--- src/rtl/framing_mdio_pkg.sv ---
// framing_mdio_pkg: shared types and Clause 22 frame constants for the
// framing block's MDIO master.
package framing_mdio_pkg;

   // Controller phases, in frame order
   typedef enum logic [2:0] {
      IDLE,
      PRE,
      HDR,
      TA,
      DATA,
      DONE
   } mdio_state_t;

   localparam logic [1:0] MDIO_ST        = 2'b01;
   localparam logic [1:0] MDIO_OP_WR     = 2'b01;
   localparam logic [1:0] MDIO_OP_RD     = 2'b10;
   localparam logic [1:0] MDIO_TA_WR     = 2'b10;
   localparam int         MDIO_HDR_BITS  = 14;
   localparam int         MDIO_DATA_BITS = 16;

   // Post-preamble frame image, MSB transmitted first. For reads the TA and
   // DATA fields are never driven, so they are filled with ones.
   function automatic logic [31:0] mdio_frame(input logic        write,
                                              input logic [4:0]  phy_addr,
                                              input logic [4:0]  reg_addr,
                                              input logic [15:0] wdata);
      logic [31:0] f;
      if (write) f = {MDIO_ST, MDIO_OP_WR, phy_addr, reg_addr, MDIO_TA_WR, wdata};
      else       f = {MDIO_ST, MDIO_OP_RD, phy_addr, reg_addr, 2'b11, 16'hFFFF};
      return f;
   endfunction

endpackage

--- src/rtl/framing_mdio_clkgen.sv ---
// framing_mdio_clkgen: MDC generator. One bit period is 2*CLK_DIV cycles,
// MDC low for the first half and high for the second. The phase counter
// sits at zero whenever the generator is disabled, so every frame starts
// with a full low half-period.
module framing_mdio_clkgen #(
   parameter int CLK_DIV = 20
) (
   input  logic clk,
   input  logic rstn,
   input  logic en,
   output logic mdc,
   output logic fall_stb,
   output logic rise_end_stb
);

   localparam int            PERIOD = 2 * CLK_DIV;
   localparam int            CW     = $clog2(PERIOD);
   localparam logic [CW-1:0] LAST   = CW'(PERIOD - 1);
   localparam logic [CW-1:0] HALF   = CW'(CLK_DIV);

   logic [CW-1:0] cnt;
   logic [CW-1:0] cnt_nxt;

   // Next phase: wrap at the end of the bit, park at zero when disabled
   always_comb begin
      cnt_nxt = '0;
      if (en && (cnt != LAST)) cnt_nxt = cnt + CW'(1);
   end

   // Phase counter and MDC, registered from the same next value so MDC is glitch-free
   always_ff @(posedge clk) begin
      if (!rstn) begin
         cnt <= '0;
         mdc <= 1'b0;
      end else begin
         cnt <= cnt_nxt;
         mdc <= (cnt_nxt >= HALF);
      end
   end

   assign fall_stb     = en && (cnt == '0);
   assign rise_end_stb = en && (cnt == LAST);

endmodule

--- src/rtl/framing_mdio_ctrl.sv ---
// framing_mdio_ctrl: IEEE 802.3 Clause 22 MDIO master for the framing
// block's management register. One request at a time; the frame is
// serialised on MDC/MDIO and reads return data with a one-cycle pulse.
// Optional build macro FRAMING_MDIO_PRESUP_EN adds req_no_pre, which skips
// the preamble for that request.
module framing_mdio_ctrl
   import framing_mdio_pkg::*;
#(
   parameter int CLK_DIV = 20,
   parameter int PRE_LEN = 32
) (
   input  logic        msoc_clk,
   input  logic        rstn,
   input  logic        req_valid,
   output logic        req_ready,
   input  logic        req_write,
   input  logic [4:0]  req_phy_addr,
   input  logic [4:0]  req_reg_addr,
   input  logic [15:0] req_wdata,
`ifdef FRAMING_MDIO_PRESUP_EN
   input  logic        req_no_pre,
`endif
   output logic        rsp_valid,
   output logic [15:0] rsp_rdata,
   output logic        rsp_err,
   output logic        busy,
   output logic        o_edutmdc,
   input  logic        i_edutmdio,
   output logic        o_edutmdio,
   output logic        oe_edutmdio
);

   mdio_state_t state;
   logic [5:0]  bit_cnt;
   logic [31:0] tx_sr;
   logic [15:0] rx_sr;
   logic        wr_q;
   logic        no_pre_q;
   logic        ta_err;
   logic        mdio_s1;
   logic        mdio_s2;
   logic        clk_en;
   logic        rise_end_stb;
   logic        unused_fall_stb;
   logic        no_pre;
   logic [31:0] frame_w;

`ifdef FRAMING_MDIO_PRESUP_EN
   assign no_pre = req_no_pre;
`else
   assign no_pre = 1'b0;
`endif

   assign frame_w = mdio_frame(req_write, req_phy_addr, req_reg_addr, req_wdata);
   assign clk_en  = (state != IDLE) && (state != DONE);

   // The next bit's pin values are loaded on the preceding rise_end edge (or
   // on acceptance), so they are already stable when the bit-start strobe
   // fires; that strobe therefore has no consumer here.
   framing_mdio_clkgen #(
      .CLK_DIV (CLK_DIV)
   ) u_clkgen (
      .clk          (msoc_clk),
      .rstn         (rstn),
      .en           (clk_en),
      .mdc          (o_edutmdc),
      .fall_stb     (unused_fall_stb),
      .rise_end_stb (rise_end_stb)
   );

   // Two-flop synchroniser for the PHY-driven MDIO input (idles high like the bus)
   always_ff @(posedge msoc_clk) begin
      if (!rstn) begin
         mdio_s1 <= 1'b1;
         mdio_s2 <= 1'b1;
      end else begin
         mdio_s1 <= i_edutmdio;
         mdio_s2 <= mdio_s1;
      end
   end

   // Frame sequencer: state, bit counter, shift registers and all registered outputs
   always_ff @(posedge msoc_clk) begin
      if (!rstn) begin
         state       <= IDLE;
         bit_cnt     <= '0;
         tx_sr       <= '0;
         rx_sr       <= '0;
         wr_q        <= 1'b0;
         no_pre_q    <= 1'b0;
         ta_err      <= 1'b0;
         req_ready   <= 1'b1;
         busy        <= 1'b0;
         rsp_valid   <= 1'b0;
         rsp_rdata   <= '0;
         rsp_err     <= 1'b0;
         o_edutmdio  <= 1'b1;
         oe_edutmdio <= 1'b0;
      end else begin
         rsp_valid <= 1'b0;
         case (state)
            IDLE: begin
               if (req_valid) begin
                  wr_q        <= req_write;
                  no_pre_q    <= no_pre;
                  tx_sr       <= frame_w;
                  req_ready   <= 1'b0;
                  busy        <= 1'b1;
                  oe_edutmdio <= 1'b1;
                  if (no_pre) begin
                     state      <= HDR;
                     bit_cnt    <= 6'(MDIO_HDR_BITS - 1);
                     o_edutmdio <= frame_w[31];
                  end else begin
                     state      <= PRE;
                     bit_cnt    <= 6'(PRE_LEN - 1);
                     o_edutmdio <= 1'b1;
                  end
               end
            end

            PRE: begin
               if (rise_end_stb) begin
                  if (bit_cnt == '0) begin
                     state      <= HDR;
                     bit_cnt    <= 6'(MDIO_HDR_BITS - 1);
                     o_edutmdio <= tx_sr[31];
                  end else begin
                     bit_cnt    <= bit_cnt - 6'd1;
                     o_edutmdio <= 1'b1;
                  end
               end
            end

            HDR: begin
               if (rise_end_stb) begin
                  tx_sr <= {tx_sr[30:0], 1'b0};
                  if (bit_cnt == '0) begin
                     state       <= TA;
                     bit_cnt     <= 6'd1;
                     oe_edutmdio <= wr_q;
                     o_edutmdio  <= wr_q ? tx_sr[30] : 1'b1;
                  end else begin
                     bit_cnt    <= bit_cnt - 6'd1;
                     o_edutmdio <= tx_sr[30];
                  end
               end
            end

            TA: begin
               if (rise_end_stb) begin
                  tx_sr      <= {tx_sr[30:0], 1'b0};
                  o_edutmdio <= wr_q ? tx_sr[30] : 1'b1;
                  if (bit_cnt == '0) begin
                     // a PHY that answers pulls the second TA bit low
                     ta_err  <= mdio_s2;
                     state   <= DATA;
                     bit_cnt <= 6'(MDIO_DATA_BITS - 1);
                  end else begin
                     bit_cnt <= bit_cnt - 6'd1;
                  end
               end
            end

            DATA: begin
               if (rise_end_stb) begin
                  tx_sr <= {tx_sr[30:0], 1'b0};
                  rx_sr <= {rx_sr[14:0], mdio_s2};
                  if (bit_cnt == '0) begin
                     state       <= DONE;
                     bit_cnt     <= '0;
                     o_edutmdio  <= 1'b1;
                     oe_edutmdio <= 1'b0;
                     rsp_valid   <= 1'b1;
                     // the final sample goes straight into the response so it lines up with rsp_valid
                     if (!wr_q) begin
                        rsp_rdata <= {rx_sr[14:0], mdio_s2};
                        rsp_err   <= ta_err;
                     end else begin
                        rsp_err   <= 1'b0;
                     end
                  end else begin
                     bit_cnt    <= bit_cnt - 6'd1;
                     o_edutmdio <= wr_q ? tx_sr[30] : 1'b1;
                  end
               end
            end

            DONE: begin
               state     <= IDLE;
               bit_cnt   <= '0;
               busy      <= 1'b0;
               req_ready <= 1'b1;
            end

            default: begin
               state     <= IDLE;
               bit_cnt   <= '0;
               busy      <= 1'b0;
               req_ready <= 1'b1;
            end
         endcase
      end
   end

endmodule
--- config.mk ---
export PLATFORM = sky130hd
export DESIGN_NAME = framing_mdio_ctrl
export DESIGN_NICKNAME = d
export VERILOG_FILES = /design/src/rtl/framing_mdio_pkg.sv /design/src/rtl/framing_mdio_clkgen.sv /design/src/rtl/framing_mdio_ctrl.sv
export SDC_FILE = /design/constraint.sdc
export NUM_CORES = 1
export LEC_CHECK = 0
export CAP_MARGIN = 30
export CORE_ASPECT_RATIO = 1.1
export CORE_MARGIN = 2
export CORE_UTILIZATION = 30
export CTS_CLUSTER_SIZE = 28
export DETAILED_ROUTE_END_ITERATION = 7
export GPL_TIMING_DRIVEN = 0
export SLEW_MARGIN = 20
export SYNTH_ARGS = -nofsm -noshare
export SYNTH_HDL_FRONTEND = slang
export SYNTH_SLANG_ARGS = --single-unit
export TNS_END_PERCENT = 50
--- constraint.sdc ---
create_clock -name msoc_clk -period 2.7 [get_ports msoc_clk]
set_input_delay 0.27 -clock msoc_clk [delete_from_list [all_inputs] [get_ports msoc_clk]]
set_output_delay 0.27 -clock msoc_clk [all_outputs]
set_load 0.05 [all_outputs]
==> metrics.md <==
| Metric | Value |
|---|---|
| Initial Util | 30.6% |
| Initial antenna violation count | 0 |
| Fill count | 1,350 |
| Multiplexer share of the synthesized area | 0.250% |
| Ys async rst share | 0% |
| # diodes | 0 |
| Simple-gate share of the synthesized area | 26.8% |
| First-pass GRT wire length | 16.9 mm |
| Die X | 114 um |
| Clock Path Buffers | 2 |
| Total power | 3.04 mW |
| Sw Pwr | 0.786 mW |
| Cells after Synth | 488 |
| Clk pwr share | 42.3% |
| Vias post-DR | 3,662 |
| Core outline area | 0.0131 mm^2 |
| Final Skew | 8.86 ps |
| Worst-Margin Slew | 790 ps |
| Vert. Die Dim | 125 um |
| Mapped Area | 0.00401 mm^2 |
| Num CTS Buffers | 9 |
| Die area | 0.0143 mm^2 |
| WP data arrival | 2710 ps |
| Max VDD drop | 0.000385 V |
| Highest clock rate | 0.411 GHz |
| Slew HR | 47.2% |
| I/O pin total | 54 |
| Detailed Place HPWL | 7.16 mm |
| Mean number of vias per cell | 5.11 |
| Part of the Yosys area used for sequential elements | 44.4% |
| Crit-path max FO | 10 |
| Clk Latency, worst-skew pair | 350 ps |
| Routability cong. | 0.876 |
| P_leak | 1.79 nW |
| Final worst path period share | 90.0% |
| Outcome | complete, no violations |
| Internal power | 2.26 mW |
| Hold_ws | 414 ps |
| Worst r2r src | u_clkgen.cnt[0] |
| Library cells used by synthesis | 51 |
| CTS tree | yes |
| Crit path launch type | flip-flop |
| Gr ovfl total | 0 |
| Synth Area in XOR/XNOR | 1.75% |
| Synth Area in Compound Gates | 20.9% |
| Syn. warnings | 0 |
| Worst reg2reg path depth | 8 |
| Detailed Routing Iterations Pass 1 | 4 |
| Min-Delay Path Class | flip-flop to flip-flop |
| Nets | 584 |
| Sw Ratio | 25.8% |
| Largest family of logic cells by synthesized area | simple AND/OR/NAND/NOR gates |
| Clock slew seen by the registers of the worst setup and hold paths | 70 ps |
| Worst Setup SP | u_clkgen.cnt[0] |
| Critical path class | flip-flop to flip-flop |
| Port bufs | 52 |
| Primary FF master, synth | dfxtp_1 |
| Hold-critical path depth | 1 |
| Detailed Route Iter0 Violations | 225 |
| Max-slew violation count | 0 |
| Synthesized Nets | 521 |
| Gr usage total | 14.5% |
| Area Overhead vs Synth | 26.1% |
| Maxcap violations | 0 |
| Combinational Power Share | 11.3% |
| Vias in the first global route | 3,627 |
| Clock sinks | 89 |
| Syn Area/Cell | 8.22 um^2 |
| Adder-cell share of the synthesized area | 0.624% |
| Antenna-violating nets left | 0 |
| Layout cells sized above 1 | 6.47% |
| CP Capture Type | flip-flop |
| Final critical-path required period | 2430 ps |
| WL/cell | 13.7 um |
| Synth Register Bits | 89 |
| Final hold violation count | 0 |
| PwrDens | 602 mW/mm^2 |
| Largest net degree at the start of global routing | 17 |
| RSZ-0062 raised after global routing | no |
| FF+latch area | 0.00178 mm^2 |
| Min-Delay Startpoint | mdio_s1 |
| Final setup viols | 0 |
| Area of the multi-input gates | 0.00204 mm^2 |
| Post-synth EDFFs | 0 |
| Req. time, crit path | 2980 ps |
| FP Rows | 44 |
| DRT Wirelength | 9.86 mm |
| Root Buffer | clkbuf_16 |
| Register share of total power | 46.4% |
| Post-route DRC violation count | 0 |
| Setup TNS Final | 0 ps |
| H-tree lvl count | 3 |
## Yosys cell counts, drive strengths merged, types with 8 or more instances
cell type	n	area share (%)
nand2	112	10
dfxtp	89	44
a21boi	35	6.6
nor2	28	2.6
clkbuf	27	2.5
nand3	27	3.4
o21ai	21	2.6
nand3b	18	3.4
o2111ai	16	3.5
buf	13	2.2
a21oi	12	1.5
a311oi	11	2.4
nand2b	8	1.2
## sequential cells by signal (all words and copies together), names as in the netlist, 3 cells and up
name          cells
u_clkgen.cnt      6
bit_cnt           6
rsp_rdata        16
tx_sr            32
state             3
rx_sr            15
## area by class of cell
cell class	count	share of cell area, %
Clock buffer	10	4.53
Multi-Input combinational cell	353	40.3
Inverter	6	0.446
Timing Repair Buffer	52	10.3
Clock inverter	6	1.49
Sequential cell	89	35.2
Tap cell	161	3.99
Buffer	40	3.74
## cells in the final DEF (no fill, tap or decap), types with 4 or more instances in the layout
master | synthesis | final
nand2_1 | 112 | 112
dfxtp_1 | 89 | 89
clkdlybuf4s50_1 | 0 | 52
clkbuf_1 | 27 | 28
nor2_1 | 28 | 27
nand3_1 | 27 | 27
a21boi_0 | 25 | 25
o21ai_0 | 21 | 21
nand3b_1 | 18 | 18
o2111ai_1 | 16 | 16
a21oi_1 | 12 | 12
a311oi_1 | 11 | 11
a21boi_1 | 10 | 10
clkbuf_16 | 0 | 9
nand2b_1 | 8 | 8
buf_2 | 7 | 7
inv_1 | 6 | 6
xnor2_1 | 6 | 6
nor3_1 | 5 | 5
or3_1 | 5 | 5
buf_6 | 4 | 4
and3_1 | 4 | 4
## layer usage
| metal | up-vias | share of wire (%) | GRT usage (%) |
|---|---|---|---|
| met5 | - | 0 | 0 |
| met4 | 0 | 1.6 | 5.24 |
| met3 | 14 | 4.1 | 3.25 |
| met2 | 74 | 46 | 23.6 |
| met1 | 1715 | 48 | 18.7 |
| li1 | 1859 | - | - |
## timing repair
| item | 4_1_cts | 5_1_grt |
|---|---|---|
| hold buffers | 0 | 0 |
| resized for setup | 0 | 3 |
| setup endpoints to repair | 0 | 33 |
| setup buffers | 0 | 0 |
## stage by stage
step | util, % | instance area [um^2] | instances | setup WS (ps)
after global placement | 36.1 | 4730 | 701 | -169
after floorplan | - | 4010 | 488 | 553
after detailed placement | 36.2 | 4740 | 701 | 145
final | 38.6 | 5050 | 717 | 270
after CTS | 38.5 | 5040 | 717 | 145
after global routing | 38.6 | 5050 | 717 | 16.0
## worst paths after layout
| kind | end | slack, ps |
|---|---|---|
| setup / recovery | rsp_rdata[14] | 270 |
| setup reg to reg | rsp_rdata[14] | 270 |
| hold reg to reg | mdio_s2 | 410 |
| hold / removal | mdio_s2 | 410 |
## power by group through the flow
| stage | clock (mW) | sequential, mW | combinational [mW] |
|---|---|---|---|
| finish | 1.29 | 1.41 | 0.344 |
| detailed placement | 0 | 1.44 | 0.343 |
| global route | 1.37 | 1.42 | 0.385 |
| floorplan | 0 | 1.45 | 0.212 |
| CTS | 1.32 | 1.41 | 0.343 |
| global placement | 0 | 1.44 | 0.338 |
## kinds of logic (layout without fill, tap and decap cells)
logic type,after synthesis,count (layout)
buffers and inverters,46,114
AO/OA/AOI/OAI,116,116
flip-flops,89,89
XOR/XNOR,8,8
adder cells (fa/ha/maj),2,2
multiplexers,1,1
AND/OR/NAND/NOR,226,226
## worst max-delay path, stage by stage (launching register included)
cell      delay (ps)
dfxtp_1          370
ha_1             280
nand3b_1         280
or3_1            460
buf_6            150
nor3_4           300
buf_2            280
nand2_1           80
a21boi_1         150
Note: power is estimated with default switching activity, not from simulation.
